File: src/rtl/pc_unit.sv
// ---------------------------------------------------------------------------
// pc_unit
// Program-counter unit for the fetch stage. Holds the fetch address and picks
// the next PC from the trap, stall, return, call, jump, branch and sequential
// sources, in that priority order. A small circular return-address stack (RAS)
// stores return addresses for call/return pairs.
//
// Ports
//   Clk            in   rising-edge clock
//   Reset          in   asynchronous, active-low reset
//   Stall          in   hold PC and RAS this cycle (Trap still applies)
//   Branch_taken   in   take Branch_target
//   Branch_target  in   branch destination (word aligned internally)
//   Jump           in   take Jump_target
//   Call           in   take Jump_target and push Address+INC
//   Jump_target    in   jump/call destination (word aligned internally)
//   Ret            in   pop RAS top as next PC
//   Trap           in   force next PC to TRAP_VEC
//   Address        out  registered current PC
//   Next_address   out  combinational next-PC value
//   Ras_empty      out  RAS holds no entries
//   Ras_full       out  RAS holds RAS_DEPTH entries
//   Ras_underflow  out  one-cycle pulse after a Ret on an empty RAS
// ---------------------------------------------------------------------------
module pc_unit #(
    parameter int                ADDR_W    = 32,
    parameter logic [ADDR_W-1:0] RESET_VEC = '0,
    parameter logic [ADDR_W-1:0] TRAP_VEC  = ADDR_W'(32'h0000_0080),
    parameter int                INC       = 4,
    parameter int                RAS_DEPTH = 4
) (
    input  logic              Clk,
    input  logic              Reset,
    input  logic              Stall,
    input  logic              Branch_taken,
    input  logic [ADDR_W-1:0] Branch_target,
    input  logic              Jump,
    input  logic              Call,
    input  logic [ADDR_W-1:0] Jump_target,
    input  logic              Ret,
    input  logic              Trap,
    output logic [ADDR_W-1:0] Address,
    output logic [ADDR_W-1:0] Next_address,
    output logic              Ras_empty,
    output logic              Ras_full,
    output logic              Ras_underflow
);

    localparam int                PTR_W      = $clog2(RAS_DEPTH);
    localparam int                CNT_W      = PTR_W + 1;
    localparam logic [ADDR_W-1:0] INC_V      = ADDR_W'(INC);
    // Clears the low log2(INC) bits so branch/jump targets are word aligned.
    localparam logic [ADDR_W-1:0] ALIGN_MASK = ~(INC_V - ADDR_W'(1));
    localparam logic [CNT_W-1:0]  FULL_CNT   = CNT_W'(RAS_DEPTH);

    logic [ADDR_W-1:0] addr_q, addr_d;
    logic [ADDR_W-1:0] rasMem_q [RAS_DEPTH];
    logic [PTR_W-1:0]  rasPtr_q, rasPtr_d;
    logic [CNT_W-1:0]  rasCount_q, rasCount_d;
    logic              underflow_q, underflow_d;
    logic              push, pop;
    logic [ADDR_W-1:0] seqAddr;
    logic [ADDR_W-1:0] rasTop;
    logic [PTR_W-1:0]  topIdx;

    // rasPtr_q names the next slot to write, so the most recent push sits one
    // below it. Pointer arithmetic wraps naturally in PTR_W bits, which makes a
    // push on a full stack overwrite the oldest entry.
    assign seqAddr = addr_q + INC_V;
    assign topIdx  = rasPtr_q - PTR_W'(1);
    assign rasTop  = rasMem_q[topIdx];

    // Next-PC selection with fixed priority. Ret is checked before Call so a
    // simultaneous Call/Ret pops without pushing.
    always_comb begin
        addr_d      = seqAddr;
        push        = 1'b0;
        pop         = 1'b0;
        underflow_d = 1'b0;
        if (Trap) begin
            addr_d = TRAP_VEC;
        end else if (Stall) begin
            addr_d = addr_q;
        end else if (Ret) begin
            if (rasCount_q != '0) begin
                addr_d = rasTop;
                pop    = 1'b1;
            end else begin
                addr_d      = TRAP_VEC;
                underflow_d = 1'b1;
            end
        end else if (Call) begin
            addr_d = Jump_target & ALIGN_MASK;
            push   = 1'b1;
        end else if (Jump) begin
            addr_d = Jump_target & ALIGN_MASK;
        end else if (Branch_taken) begin
            addr_d = Branch_target & ALIGN_MASK;
        end
    end

    // RAS pointer and occupancy; the count saturates at RAS_DEPTH while the
    // pointer keeps advancing around the ring.
    always_comb begin
        rasPtr_d   = rasPtr_q;
        rasCount_d = rasCount_q;
        if (pop) begin
            rasPtr_d   = topIdx;
            rasCount_d = rasCount_q - CNT_W'(1);
        end else if (push) begin
            rasPtr_d = rasPtr_q + PTR_W'(1);
            if (rasCount_q != FULL_CNT) begin
                rasCount_d = rasCount_q + CNT_W'(1);
            end
        end
    end

    // State registers; the stack storage is cleared too so no X can reach
    // Next_address through a stale entry.
    always_ff @(posedge Clk or negedge Reset) begin
        if (!Reset) begin
            addr_q      <= RESET_VEC;
            rasPtr_q    <= '0;
            rasCount_q  <= '0;
            underflow_q <= 1'b0;
            for (int i = 0; i < RAS_DEPTH; i++) begin
                rasMem_q[i] <= '0;
            end
        end else begin
            addr_q      <= addr_d;
            rasPtr_q    <= rasPtr_d;
            rasCount_q  <= rasCount_d;
            underflow_q <= underflow_d;
            if (push) begin
                rasMem_q[rasPtr_q] <= seqAddr;
            end
        end
    end

    assign Address       = addr_q;
    assign Next_address  = addr_d;
    assign Ras_empty     = (rasCount_q == '0);
    assign Ras_full      = (rasCount_q == FULL_CNT);
    assign Ras_underflow = underflow_q;

endmodule
File: config.mk
export PLATFORM = sky130hd
export DESIGN_NAME = pc_unit
export DESIGN_NICKNAME = d
export VERILOG_FILES = /design/src/rtl/pc_unit.sv
export SDC_FILE = /design/constraint.sdc
export NUM_CORES = 1
export LEC_CHECK = 0
export BUFFER_PORTS_ARGS = -buffer_cell sky130_fd_sc_hd__buf_4
export CAP_MARGIN = 20
export CELL_PAD_IN_SITES_DETAIL_PLACEMENT = 0
export CELL_PAD_IN_SITES_GLOBAL_PLACEMENT = 1
export CORE_ASPECT_RATIO = 1.4
export CORE_MARGIN = 1
export CORE_UTILIZATION = 44
export DETAILED_ROUTE_END_ITERATION = 16
export GPL_TIMING_DRIVEN = 0
export PLACE_DENSITY = 0.82
export SYNTH_ARGS = -nofsm -noshare
export SYNTH_HDL_FRONTEND = slang
export SYNTH_SLANG_ARGS = --single-unit
File: constraint.sdc
create_clock -name Clk -period 4.06 [get_ports Clk]
set_input_delay 0.406 -clock Clk [delete_from_list [all_inputs] [get_ports Clk]]
set_output_delay 0.406 -clock Clk [all_outputs]
set_load 0.02 [all_outputs]
# Word level (Yosys, flattened, before mapping)
# Index checks and enable logic that the tools add are counted.
# classes
addsub	5
magnitude_cmp	3
eq_ne	2
muxes	30
n_bitwise	2
reduce_logical	6
# ops
cell	count
$mux 32	10
$bwmux 128	1
$bmux 32 s2	1
$demux 32 s2	1
$add 32x3->32 const B	1
$mux 1	12
$mux 3	3
$ge 3x3->1 const B	2
$not 2->3	2
$mux 2	2
$reduce_bool 2->1	2
$add 3x1->3 const B	1
$eq 3x3->1 const B	1
$logic_not 3->1	1
$lt 3x1->1 const B	1
$ne 3x3->1 const B	1
$reduce_bool 3->1	1
$sub 3x1->3 const B	1
$add 2x1->2 const B	1
$reduce_and 2->1	1
$sub 2x1->2 const B	1
$logic_and 1x1->1	1
# word_totals
reg_bits	166
inputBits	72
output_inout_bits	67
word_cells	56

# Depth between registers and ports, before layout
# logic_depth
depth_word	9
ltp_mapped	12
mapped_depth_nobuf	8

# Worst setup path after synthesis
# No wires, ideal clock.
# synth_path
path_kind	register -> output
startpoint	register rasPtr_q[0]
endpoint	output Next_address[12]
t_arrival_ns	3.476
t_required_ns	3.654
path_slack_ns	0.178
stages_incl_launch_ff	11
n_path_buf	4
cell_sequence	dfrtp_1 -> buf_2 -> buf_2 -> buf_2 -> inv_1 -> ha_1 -> clkbuf_1 -> mux4_2 -> nand2_1 -> and3_1 -> a2111oi_0
# synth_between
elab_chain_cells	9
# synth_rtl
item	line_no	text
from (decl)	58	logic [PTR_W-1:0] rasPtr_q, rasPtr_d;
from (signal assigned)	131	rasPtr_q <= rasPtr_d;
$sub 2x1->2	70	assign topIdx = rasPtr_q - PTR_W'(1);
$not 2->3 (not written as such)	71	assign rasTop = rasMem_q[topIdx];
$bmux 32 s2	71	
$mux 32 (not written as such) (2 in a row)	71	
$mux 32	85	if (rasCount_q != '0) begin
$mux 32	84	end else if (Ret) begin
$mux 32	82	end else if (Stall) begin
$mux 32	80	if (Trap) begin
to (decl)	43	output logic [ADDR_W-1:0] Next_address,
# No other way between the ends. The select of a mux whose other input is x is not followed.

# Final worst setup path
# layout_path
startpoint	register addr_q[3] (netlist: Address[3])
endpoint	output Next_address[20]
# layout_between
elab_chain_cells	7
# layout_rtl
item	line_no	text
from (decl)	56	logic [ADDR_W-1:0] addr_q, addr_d;
from (signal assigned)	130	addr_q <= addr_d;
$add 32x3->32	69	assign seqAddr = addr_q + INC_V;
$mux 32	97	end else if (Branch_taken) begin
$mux 32	95	end else if (Jump) begin
$mux 32	92	end else if (Call) begin
$mux 32	84	
$mux 32	82	
$mux 32	80	
# No other way between the ends.

==> results.sh <==
export IMPL_status="finished, final reports clean"
export IMPL_clk_latency_ps=450
export IMPL_final_core_util=0.553
export IMPL_syn_area_um2=8600
export IMPL_layout_setup_ws_ps=91.6
export IMPL_slew_headroom=0.170
export IMPL_start_util=0.448
export IMPL_clock_sinks=166
export IMPL_multi_input_area_um2=4130
export IMPL_ys_types=63
export IMPL_criticalPathCategory="reg -> out"
export IMPL_cp_start_kind="flop"
export IMPL_synth_most_common_cell="dfrtp_1"
export IMPL_max_clock_freq_ghz=0.252
export IMPL_ant_nets=0
export IMPL_row_count=60
export IMPL_final_hold_viol_count=0
export IMPL_cap_violations=0
export IMPL_seq_area_frac_synth=0.483
export IMPL_grt_pass1_wl_mm=49.3
export IMPL_avgSynthCellArea_um2=9.52
export IMPL_cts_root_buf="clkbuf_16"
export IMPL_grt_pass1_vias=8139
export IMPL_syn2layout_area_growth_pct=23.5
export IMPL_setup_viol=0
export IMPL_end_kind="output pin"
export IMPL_wl_per_cell_um=24.9
export IMPL_period_needed_ps=3970
export IMPL_synth_xor_area_share=0.0214
export IMPL_syn_nets=982
export IMPL_drive_above_1_share=0.209
export IMPL_ys_top_cells_by_area="dfrtp_1 (48%), mux4_2 (8.4%), nand2_1 (6.0%), o21ai_0 (5.6%), a21oi_1 (4.5%)"
export IMPL_synthAdderAreaFrac=0.00960
export IMPL_diodes=0
export IMPL_post_route_period_util=0.977
export IMPL_seqCellArea_um2=4150
export IMPL_drtPass1Iterations=7
export IMPL_synth_top_family_by_area="compound AO/OA/AOI/OAI gates"
export IMPL_grt_max_degree=122
export IMPL_synthTopCellsByCount="dfrtp_1 (166), nand2_1 (137), o21ai_0 (96)"
export IMPL_nFillCells=1821
export IMPL_clkTransAtPathRegs_ps=60
export IMPL_skew_ps=8.22
export IMPL_synthFlopType="dfrtp_1"
export IMPL_synth_compound_area_frac=0.187
export IMPL_crit_fanout=6
export IMPL_peakVddDrop_uv=335
export IMPL_die_h_um=167
export IMPL_hpwl_mm=23.8
export IMPL_cellLeakagePower_nw=4.58
export IMPL_globalplace_congestion=0.943
export IMPL_synth_mux_area_frac=0.0884
export IMPL_final_nets=1134
export IMPL_viasPerCell=6.21
export IMPL_netlist_top_cell_by_area="dfrtp_1"
export IMPL_cts_buffer_depth=2
export IMPL_worst_slew_pin_slew_ps=1240
export IMPL_yosys_warnings=0
export IMPL_vias=8180
export IMPL_fin_setup_tns_ps=0
export IMPL_netlist_instances=904
export IMPL_slew_violations=0
export IMPL_grt_overflow=0
export IMPL_antenna_found_initial=0
export IMPL_worstPathArrival_ps=3560
export IMPL_wl_mm=32.8
export IMPL_min_path_type="in -> reg"
export IMPL_ys_ff_latch=166
export IMPL_numCtsBuffers=17
export IMPL_dieArea_um2=20100
export IMPL_async_reset_ff_frac=1.00
export IMPL_port_buffers=131
export IMPL_drc=0
export IMPL_ioPinCount=139
export IMPL_cts_htree_levels=4
export IMPL_crit_required_ps=3650
export IMPL_synthSimpleGateAreaFrac=0.169
export IMPL_rsz0062_at_grt="false"
export IMPL_die_x_um=120
export IMPL_synth_top_area_frac=0.483
export IMPL_grt_usage=0.337
export IMPL_post_cts_repair_setup_buffers=0
export IMPL_tritoncts="built"
export IMPL_synth_edff_count=0
export IMPL_core_um2=19200
export IMPL_power_density_nw_per_um2=604
export IMPL_dp_worst_setup_slack_ps=-1430
export IMPL_drt_iter0_drc=740
[path summary, 6_finish.rpt]
kind / from / end / slack (ps) / cells past startpoint
max in group asynchronous: Reset / rasMem_q[102] / 2680 / 3
min reg2reg: rasMem_q[113] / rasMem_q[113] / 480 / 2
min in group asynchronous: Reset / rasMem_q[98] / 430 / 2
max: Address[3] / Next_address[20] / 90 / 7
max reg2reg: rasPtr_q[0] / Address[26] / 1020 / 10
min: Jump_target[6] / Address[6] / 270 / 3
[layout make-up]
type	instances	area share
Buffer	69	0.0304
Clock buffer	21	0.0443
Clock inverter	11	0.0130
Inverter	19	0.00671
Multi-Input combinational cell	649	0.388
Sequential cell	166	0.391
Tap cell	248	0.0292
Timing Repair Buffer	134	0.0973
[power breakdown]
part           total, W  switching [W]  internal, W
Combinational   0.00225        0.00126     0.000997
Sequential      0.00247       0.000336      0.00214
Clock           0.00169       0.000724     0.000967
[stage by stage]
stage,power [W],hold slack [ps],instances,instance area (um^2)
global route,0.00670,279,1317,10600
CTS,0.00637,276,1317,10600
global placement,0.00457,455,1283,9900
detailed placement,0.00463,323,1285,9940
floorplan,0.00381,110,904,8600
finish,0.00642,273,1317,10600
[worst max-delay path, stage by stage (launching register included)]
cell,delay (ps)
dfrtp_1,480
ha_1,300
nand4_1,320
or4_1,680
nor3_1,210
o21ai_0,110
a2111oi_1,750
buf_4,270
[what timing repair did]
item,CTS,global route
endpoints found under the setup margin,61,11
hold endpoints to repair,45,0
hold buffers,1,0
resized for setup,16,7
[routing by layer]
layer	vias up	wire, um	GRT usage
met4	0	1680	0.193
li1	3578	-	-
met5	-	0	0
met3	115	2450	0.0637
met2	438	16400	0.559
met1	4049	12300	0.409
[registers in the layout, summed over array words and instances (netlist names)]
register,cells
Address,32
rasMem_q,128
rasPtr_q,2
Ras_underflow,1
rasCount_q,3
[cells in the final DEF, fill, tap and decap left out, drive strengths merged, types with 4 or more instances in the layout]
cell type,Yosys,final
and3,14,14
buf,12,146
a221oi,9,9
mux2i,4,4
a21boi,4,4
o21ai,100,100
a211oi,10,10
a22oi,10,10
or4,5,5
clkbuf,58,77
dfrtp,166,166
xor2,5,5
o32ai,5,5
inv,18,22
ha,5,5
nand4,12,12
mux4,32,32
nand2,137,137
nor2,86,86
nor3,18,18
or3,10,10
and4,4,4
nor4,9,9
a21oi,78,78
a21o,4,4
xnor2,16,16
a31oi,7,7
nand3,15,15
o31a,5,5
and2,4,4
[logic make-up (layout without fill, tap and decap cells)]
family / after synthesis / in the layout
adders and majority gates: 6 / 6
DFF: 166 / 166
AOI/OAI and AO/OA: 266 / 266
buffers and inverters: 89 / 254
xor gates and xnor gates: 21 / 21
muxes: 36 / 36
and+or+nand+nor: 320 / 320
No activity file was read; power rests on OpenSTA's default activity.
